[config.mk]
export PLATFORM = sky130hd
export DESIGN_NAME = noc_local_ingress_unit
export DESIGN_NICKNAME = d
export VERILOG_FILES = /design/src/rtl/noc_local_ingress_unit.sv
export SDC_FILE = /design/constraint.sdc
export NUM_CORES = 1
export LEC_CHECK = 0
export CORE_ASPECT_RATIO = 2
export CORE_MARGIN = 5
export CORE_UTILIZATION = 50
export CTS_BUF_LIST = sky130_fd_sc_hd__clkbuf_4 sky130_fd_sc_hd__clkbuf_8
export DETAILED_ROUTE_END_ITERATION = 6
export PLACE_DENSITY_LB_ADDON = 0.12
export SYNTH_ARGS = -nofsm -noshare
export SYNTH_HDL_FRONTEND = slang
export SYNTH_SLANG_ARGS = --single-unit
[constraint.sdc]
create_clock -name noc_clk -period 6.8 [get_ports noc_clk]
set_input_delay 1.02 -clock noc_clk [delete_from_list [all_inputs] [get_ports noc_clk]]
set_output_delay 1.02 -clock noc_clk [all_outputs]
set_load 0.05 [all_outputs]
[src/rtl/noc_local_ingress_unit.sv]
// Local-port ingress stage of a mesh router: buffers node flits, XY-routes each
// header, and holds that route until the packet's tail has been forwarded.
module noc_local_ingress_unit #(
  parameter int X_ID      = 0,
  parameter int Y_ID      = 0,
  parameter int FLIT_W    = 64,
  parameter int ID_X_W    = 4,
  parameter int ID_Y_W    = 4,
  parameter int DST_X_LSB = 44,
  parameter int DST_Y_LSB = 40,
  parameter int DEPTH     = 4
) (
  input  logic              noc_clk,
  input  logic              noc_rst_n,
  input  logic              in_valid,
  output logic              in_ready,
  input  logic [FLIT_W-1:0] in_flit,
  input  logic              in_is_header,
  input  logic              in_is_tail,
  output logic              out_valid,
  input  logic              out_ready,
  output logic [FLIT_W-1:0] out_flit,
  output logic              out_is_header,
  output logic              out_is_tail,
  output logic [2:0]        out_port,
  output logic              proto_err,
  output logic [15:0]       pkt_cnt,
  output logic [7:0]        drop_cnt
);

  localparam int PTR_W = $clog2(DEPTH);
  localparam int CNT_W = PTR_W + 1;
  localparam logic [CNT_W-1:0]  FULL_CNT = CNT_W'(DEPTH);
  localparam logic [ID_X_W-1:0] MY_X     = ID_X_W'(X_ID);
  localparam logic [ID_Y_W-1:0] MY_Y     = ID_Y_W'(Y_ID);

  typedef enum logic [2:0] {
    PORT_LOCAL = 3'd0,
    PORT_EAST  = 3'd1,
    PORT_WEST  = 3'd2,
    PORT_NORTH = 3'd3,
    PORT_SOUTH = 3'd4
  } port_e;

  typedef enum logic {
    IDLE,
    ACTIVE
  } state_e;

  logic [FLIT_W+1:0] mem [DEPTH];
  logic [PTR_W-1:0]  wr_ptr;
  logic [PTR_W-1:0]  rd_ptr;
  logic [CNT_W-1:0]  count;
  logic              empty;
  logic              full;
  logic              push;
  logic              pop;
  logic              route_en;
  logic              drop;
  logic              tail_pop;
  logic              first_flit;
  logic [FLIT_W+1:0] head;
  logic [ID_X_W-1:0] dx;
  logic [ID_Y_W-1:0] dy;
  port_e             route;
  state_e            state;
  state_e            next_state;

  assign empty         = (count == '0);
  assign full          = (count == FULL_CNT);
  assign in_ready      = !full;
  assign push          = in_valid && !full;
  assign head          = mem[rd_ptr];
  assign out_flit      = head[FLIT_W-1:0];
  assign out_is_header = head[FLIT_W];
  assign out_is_tail   = head[FLIT_W+1];
  assign dx            = out_flit[DST_X_LSB +: ID_X_W];
  assign dy            = out_flit[DST_Y_LSB +: ID_Y_W];

  // X is resolved completely before Y, which keeps the mesh deadlock-free.
  always_comb begin
    route = PORT_LOCAL;
    if (dx > MY_X)      route = PORT_EAST;
    else if (dx < MY_X) route = PORT_WEST;
    else if (dy > MY_Y) route = PORT_NORTH;
    else if (dy < MY_Y) route = PORT_SOUTH;
  end

  always_comb begin
    next_state = state;
    out_valid  = 1'b0;
    pop        = 1'b0;
    route_en   = 1'b0;
    drop       = 1'b0;
    tail_pop   = 1'b0;
    case (state)
      IDLE: begin
        if (!empty) begin
          if (out_is_header) begin
            route_en   = 1'b1;
            next_state = ACTIVE;
          end else begin
            drop = 1'b1;
            pop  = 1'b1;
          end
        end
      end
      ACTIVE: begin
        out_valid = !empty;
        pop       = out_valid && out_ready;
        tail_pop  = pop && out_is_tail;
        if (tail_pop) next_state = IDLE;
      end
      default: next_state = IDLE;
    endcase
  end

  // Storage carries no reset; only the pointers and count define validity.
  always_ff @(posedge noc_clk) begin
    if (push) mem[wr_ptr] <= {in_is_tail, in_is_header, in_flit};
  end

  always_ff @(posedge noc_clk or negedge noc_rst_n) begin
    if (!noc_rst_n) begin
      wr_ptr     <= '0;
      rd_ptr     <= '0;
      count      <= '0;
      state      <= IDLE;
      out_port   <= 3'd0;
      first_flit <= 1'b0;
      proto_err  <= 1'b0;
      pkt_cnt    <= '0;
      drop_cnt   <= '0;
    end else begin
      state <= next_state;
      count <= count + CNT_W'(push) - CNT_W'(pop);
      if (push) wr_ptr <= wr_ptr + 1'b1;
      if (pop)  rd_ptr <= rd_ptr + 1'b1;
      if (route_en) begin
        out_port   <= route;
        first_flit <= 1'b1;
      end else if (pop && state == ACTIVE) begin
        first_flit <= 1'b0;
      end
      // A header that is not the routed one means the sender broke framing.
      if (pop && state == ACTIVE && out_is_header && !first_flit) proto_err <= 1'b1;
      if (tail_pop) pkt_cnt <= pkt_cnt + 16'd1;
      if (drop && drop_cnt != 8'hFF) drop_cnt <= drop_cnt + 8'd1;
    end
  end

endmodule

== Word-level counts from Yosys, hierarchy flattened ==
Memory sizes are Yosys's and may differ from the RTL's.
Cells that the tools add are included.

* Reduce and logical (&&, ||, !) cells: 12
* Bitwise operators: 1
* $add $sub $neg: 6
* Mux-type cells: 19
* Magnitude comparators: 4
* Equal/unequal tests: 2

{| class="wikitable"
|+ Operator list
! kind !! count
|-
| $add A16 B1 Y16 const B || 1
|-
| $mux W1 || 13
|-
| $mux W3 || 4
|-
| $add A8 B1 Y8 const B || 1
|-
| $gt A4 B1 Y1 const B || 2
|-
| $lt A4 B1 Y1 const B || 2
|-
| $ne A8 B8 Y1 const B || 1
|-
| $logic_and A1 B1 Y1 || 7
|-
| $add A2 B1 Y2 const B || 2
|-
| $pmux W1 S2 || 2
|-
| $add A3 B1 Y3 || 1
|-
| $eq A3 B3 Y1 const B || 1
|-
| $logic_not A1 Y1 || 3
|-
| $logic_not A3 Y1 || 1
|-
| $sub A3 B1 Y3 || 1
|-
| $reduce_bool A2 Y1 || 1
|-
| $not A1 Y1 || 1
|}

* Bits in writable memories: 264
* Input port bits: 70
* Register bits after elaboration: 37
* Memories kept: 1
* Output and inout bits: 96
* Logic and storage cells: 54

{| class="wikitable"
|+ Memory list
! memory !! words !! width !! rd ports !! clocked after memory_dff !! write ports !! RTL line !! text
|-
| mem || 4 || 66 || 1 || 0 || 1 || 50 || <nowiki>logic [FLIT_W+1:0] mem [DEPTH];</nowiki>
|}

== Longest topological paths before layout ==
Gate-level depths: netlist of run 1.

* Word-level depth: 7
* Gate-level depth with buffers: 10
* Gate-level depth less buffers: 9

== Least setup slack after synthesis of run 1 ==
OpenSTA, ideal clock, no wires.

* Path kind: input-to-reg
* From: in in_valid
* To: mem mem[0][0] in the netlist's numbering, enable pin
* Cell stages on the path: 1
* Path slack: 3.759 ns
* Required time: 6.368 ns
* Path buffers: 0
* Data arrival time: 2.610 ns
* Setup time: 0.432 ns
* Cell sequence: and3_1

* Word-level cells in the longest chain between the ends: 3

{| class="wikitable"
|+ Ends and longest elaborated chain
! what !! RTL line !! text
|-
| start, declared || 15 || <nowiki>input logic in_valid,</nowiki>
|-
| $logic_and A1 B1 Y1 || 72 || <nowiki>assign push = in_valid && !full;</nowiki>
|-
| $mux W1 || 120 || <nowiki>if (push) mem[wr_ptr] <= {in_is_tail, in_is_header, in_flit};</nowiki>
|-
| $mux W1 (not written as such) || 120 ||
|-
| end, declared || 50 ||
|}

No other way between the ends.

== Final worst setup path of run 1 ==
* From: reg rd_ptr[0]
* To: out out_flit[56]

* Word-level cells in the longest chain between the ends: 1

{| class="wikitable"
|+ Ends and longest elaborated chain
! what !! RTL line !! text
|-
| start, declared || 52 || <nowiki>logic [PTR_W-1:0] rd_ptr;</nowiki>
|-
| start signal, assigned || 138 || <nowiki>if (pop) rd_ptr <= rd_ptr + 1'b1;</nowiki>
|-
| $mem_v2 Z4 W66 || - ||
|-
| end, declared || 22 || <nowiki>output logic [FLIT_W-1:0] out_flit,</nowiki>
|}

No other way between the ends.

==> results_dict.tcl, run 1 <==
set metrics [dict create \
    outcome "completed" \
    ir_drop_mv 0.384 \
    post_cts_resize_count 0 \
    worst_setup_path_start_kind "register" \
    cts_hold_buf 0 \
    seqCellArea_um2 8840 \
    intPower_mw 4.15 \
    start_util_pct 50.7 \
    grtUsageTotal_pct 17.2 \
    finalWirelength_um 21600 \
    rsz0062_at_grt "no" \
    yosysUniqueCellTypes 38 \
    worstHoldStart "proto_err" \
    power.switching_mw 2.66 \
    p_per_area_nw_per_um2 488 \
    crit_required_ps 5780 \
    tightest_slew_ps 1060 \
    yosysTopAreaCell "edfxtp_1" \
    power_leakage_nw 4.69 \
    rrSetupSlack_ps 3340 \
    viasPerCell 5.47 \
    cts_root_buf "clkbuf_8" \
    numPortBuffers 164 \
    grt_pass1_vias 6185 \
    synth-async-reset-ratio_pct 12.0 \
    num_vias 5422 \
    synth_edf_count 264 \
    tns_ps 0 \
    ant_nets 0 \
    place_ws_ps 2750 \
    relSlewSlack_pct 29.2 \
    cts_buffers 41 \
    p_sw_share_pct 39.1 \
    multi_input_area_um2 2310 \
    synth_top_area_share_pct 70.5 \
    end_kind "output port" \
    drive_gt1_share_pct 19.7 \
    syn-num-nets 574 \
    worstSetupPathType "reg -> out" \
    comb_power_share_pct 41.2 \
    clock_skew_ps 14.0 \
    reg2reg_depth 7 \
    p_seq_share_pct 40.2 \
    min_path_cells 1 \
    syn_area_um2 11200 \
    hold_viol 0 \
    setup_viol_count_final 0 \
    hold_path.class "reg -> reg" \
    cp_top_family "buffers and inverters" \
    yosysSeqAreaShare_pct 78.5 \
    drc 0 \
    cts_tree "done" \
    r2r_end "count[1]" \
    dr.pass1.iters 4 \
    synthTopCellsByCount "264 x edfxtp_1, 66 x mux4_2, 36 x dfrtp_1" \
    power_frac_clock_pct 18.6 \
    max_stage_delay_ps 1040 \
    clk_latency_ps 530 \
    grt_pass1_wl_um 33700 \
    path_cells "buf_4, mux4_2, clkdlybuf4s50_1" \
    synth_seq_cells 300 \
    post_cts_buffers 0 \
    synthTopCellsByArea "edfxtp_1 71%, mux4_2 13%, dfrtp_1 8.0%" \
    hpwl_um 13300 \
    grt_overflow 0 \
    slew_viol_final 0 \
    diodes 0 \
    drtIter0Drc 289 \
    cp_max_fo 47 \
    fmax_ghz 0.224 \
    placed_area_um2 13200 \
    clk_transition_reported_paths_ps 60 \
    clkSinkCount 300 \
    fin_crit_sh_pct 65.6 \
    core_um2 22200 \
    wl_per_cell_um 21.8 \
    worstPathArrival_ps 3440 \
    fin_crit_ps 4460 \
    syn_avg_cell_area_um2 22.7 \
    io_pins 166 \
    slowest_stage "dfrtp_4" \
    min_to "proto_err" \
    yosysMostFrequentCell "edfxtp_1" \
    die-area_um2 25800 \
    die_h_um 222 \
    htreeDepth 2 \
    clockBufferDepth 3 \
    gp_congestion 0.806 \
    rows 77 \
    die_w_um 116 \
    antenna_found_initial 0 \
    synth_warnings 0 \
    r2r_start "rd_ptr[0]" \
    nNetsFinal 764 \
    setup_slack_ps 2340 \
    fin_area_um2 13900 \
    synth_cells 495 \
    maxCapViolations 0 \
    synth_flop_cell "edfxtp_1" \
    grt_max_degree 68 \
    syn_to_final_growth_pct 23.9 \
    cp_num_buf_inv 2 \
    fillers 1570 \
]
## per-layer routing
metal  up-vias  wire length, µm  global-route usage (%)
met3        40             1340                    3.93
met4         0              522                    5.84
li1       2413                -                       -
met2       152            12300                    31.7
met5         -                0                       0
met1      2817             7520                    19.2
## registers in the layout, summed over array words and instances (netlist names)
signal      count
count           3
state           1
drop_cnt        8
first_flit      1
wr_ptr          2
proto_err       1
rd_ptr          2
pkt_cnt        16
mem           264
out_port        2
## how the worst max path moves through the flow
stage                         start            to  slack [ps]  depth (start not counted)
after floorplan            in_valid     mem[0][0]        3760                          1
after global placement    rd_ptr[0]  out_flit[56]        2760                          3
after detailed placement  rd_ptr[0]  out_flit[28]        2750                          3
after CTS                 rd_ptr[0]  out_flit[28]        2160                          3
after global routing      rd_ptr[0]  out_flit[30]        2040                          3
final                     rd_ptr[0]  out_flit[56]        2340                          3
## worst reg2reg max path, stage by stage (launching register included)
cell and delay (ps):
dfrtp_4 1040, mux4_2 680, or3_1 530, nand2_1 210
ha_1 240, inv_1 60, ha_1 150, fa_1 420
## through the flow
stage,hold slack [ps],utilization [%],power [mW],std cells
global route,494,62.9,7.13,991
detailed placement,465,59.5,5.64,918
global placement,448,59.5,5.59,918
floorplan,450,-,4.68,495
CTS,477,62.9,6.93,991
finish,477,62.9,6.80,991
## layout make-up
type,instances,area share (%)
clock buffers,55,4.85
clock inverters,18,0.584
inverters,7,0.189
repair buffers,166,11.9
multi-input cells,169,16.6
flip-flops and latches,300,63.4
well taps,276,2.48
## power groups by stage
stage          clock network [mW]  registers, mW  logic, mW
2_1_floorplan                   0           2.71       1.97
3_3_place_gp                    0           2.77       2.82
3_5_place_dp                    0           2.80       2.84
4_1_cts                      1.31           2.76       2.86
5_1_grt                      1.40           2.79       2.94
6_report                     1.27           2.74       2.80
## cell families after synthesis
logic type | after synthesis | synth area share (%)
other | 1 | 0.0334
adder cells (fa/ha/maj) | 9 | 1.07
buffers and inverters | 26 | 1.09
AND/OR/NAND/NOR | 54 | 3.02
multiplexers | 69 | 13.5
AO/OA/AOI/OAI | 9 | 0.634
XOR/XNOR | 27 | 2.10
flip-flops | 300 | 78.5
## cells in the final DEF, fill, tap and decap left out, drive strengths merged, types with 5 or more instances in the layout
cell type	instances
edfxtp	264
clkdlybuf4s50	164
mux4	66
clkbuf	55
dfrtp	36
xnor2	16
clkinv	16
xor2	11
nand2	9
ha	8
nor2	7
inv	7
and3	7
nand3	6
and4	5
nand4	5
Note: power is estimated with default switching activity, not from simulation.
==> run 2: changes to the inputs <==
==> constraint.sdc (replaced) <==
create_clock -name noc_clk -period 4.5 [get_ports noc_clk]
set_input_delay 0.675 -clock noc_clk [delete_from_list [all_inputs] [get_ports noc_clk]]
set_output_delay 0.675 -clock noc_clk [all_outputs]
set_load 0.05 [all_outputs]
==> results_dict.tcl, run 2 (synthesized netlist as in run 1, its figures left out) <==
set metrics [dict create \
    outcome "completed" \
    fin_crit_sh_pct 81.6 \
    grtUsageMet2_pct 31.1 \
    io_pins 166 \
    cts_buffers 42 \
    p_per_area_nw_per_um2 742 \
    diodes 0 \
    rows 77 \
    die-area_um2 25800 \
    grt_overflow 0 \
    final_cell_mix "264 x edfxtp_1, 164 x clkdlybuf4s50_1, 66 x mux4_2" \
    clk_transition_reported_paths_ps 70 \
    reg2reg_depth 8 \
    power.switching_mw 4.02 \
    grt_max_degree 67 \
    core_um2 22200 \
    p_sw_share_pct 38.8 \
    clockBufferDepth 3 \
    grt_use_met3_pct 4.21 \
    p_seq_share_pct 38.8 \
    htreeDepth 2 \
    tightest_slew_ps 1070 \
    comb_power_share_pct 42.0 \
    top_register "mem" \
    gp_congestion 0.789 \
    viasPerCell 5.47 \
    worst_setup_path_start_kind "register" \
    grtUsageTotal_pct 17.5 \
    antenna_found_initial 1 \
    fmax_ghz 0.272 \
    placed_area_um2 13200 \
    clkSinkCount 300 \
    tns_ps 0 \
    grt_pass1_vias 6179 \
    r2r_end "count[2]" \
    fin_util_pct 63.1 \
    ant_nets 0 \
    power_leakage_nw 4.72 \
    die_h_um 222 \
    die_w_um 116 \
    whs_ps 473 \
    min_to "proto_err" \
    clk_latency_ps 540 \
    worstPathArrival_ps 2990 \
    rrSetupSlack_ps 1410 \
    cts_root_buf "clkbuf_8" \
    num_vias 5419 \
    finalWirelength_um 21600 \
    fin_crit_ps 3670 \
    wl_per_cell_um 21.8 \
    layout_commonest_cell "edfxtp_1" \
    post_cts_resize_count 0 \
    hold_path.class "reg -> reg" \
    met1_usage_pct 20.5 \
    hold_viol 0 \
    intPower_mw 6.35 \
    power_frac_clock_pct 19.1 \
    slew_viol_final 0 \
    cts_tree "done" \
    drive_gt1_share_pct 19.6 \
    grt-busiest-layer "met2" \
    dr.pass1.iters 4 \
    largest_reg_flops 264 \
    syn_to_final_growth_pct 24.4 \
    worstHoldStart "proto_err" \
    cts_hold_buf 0 \
    nNetsFinal 767 \
    ir_drop_mv 0.434 \
    cp_max_fo 25 \
    drtIter0Drc 272 \
    start_util_pct 50.7 \
    grt_pass1_wl_um 34200 \
    fin_area_um2 14000 \
    rsz0062_at_grt "no" \
    post_cts_buffers 0 \
    r2r_start "rd_ptr[1]" \
    maxCapViolations 0 \
    end_kind "output port" \
    setup_viol_count_final 0 \
    worstSetupPathType "reg -> out" \
    min_path_cells 1 \
    clock_skew_ps 36.0 \
    relSlewSlack_pct 28.6 \
    hpwl_um 13400 \
    drc 0 \
    crit_required_ps 3830 \
    numPortBuffers 164 \
    reg_top3 "mem (264), pkt_cnt (16), drop_cnt (8)" \
]
[run 2: cell count changes in the layout (fill, tap and decap cells not counted), sizes merged]
| cell | previous run | this run |
|---|---|---|
| bufinv | 0 | 1 |
| clkinv | 16 | 14 |
| buf | 2 | 4 |
| inv | 7 | 8 |
| clkinvlp | 2 | 0 |
| clkbuf | 55 | 54 |
[run 2: cell type report]
class	instances	area, µm²
fill	1575	8170
inverter	7	26.3
clock inverter	16	95.1
clock buffer	54	687
timing repair buffer	168	1680
sequential	300	8840
multi-input combinational	169	2310
tap	276	345
[run 2: layer usage]
layer / share of wire (%) / up-vias
met5: 0.060 / -
met3: 6.1 / 40
li1: - / 2415
met1: 36 / 2794
met4: 2.3 / 2
met2: 55 / 168
[run 2: power by group through the flow]
stage	clock network [mW]	registers [mW]	logic [mW]
after global routing	2.18	4.11	4.59
after CTS	2.05	4.05	4.46
after detailed placement	0	4.11	4.43
after global placement	0	4.07	4.39
final	1.99	4.03	4.36
after floorplan	0	4.09	2.98
[run 2: worst max-delay path: stages (launching register included)]
cell and delay (ps):
dfrtp_4 750, buf_4 430, mux4_2 570, clkdlybuf4s50_1 720
[run 2: how the worst max path moves through the flow]
stage / start / endpoint / slack [ps] / depth (start not counted)
3_3_place_gp: rd_ptr[0] / out_flit[55] / 1290 / 3
2_1_floorplan: count[1] / mem[0][0] / 1540 / 3
4_1_cts: rd_ptr[0] / out_flit[55] / 710 / 3
3_5_place_dp: rd_ptr[0] / out_flit[55] / 1280 / 3
5_1_grt: rd_ptr[0] / out_flit[56] / 580 / 3
6_report: rd_ptr[0] / out_flit[55] / 830 / 3
[run 2: through the flow]
stage	cells	power, mW	setup WS [ps]
finish	990	10.4	830
CTS	990	10.6	707
floorplan	495	7.06	1540
detailed placement	920	8.54	1280
global route	990	10.9	580
global placement	920	8.46	1290
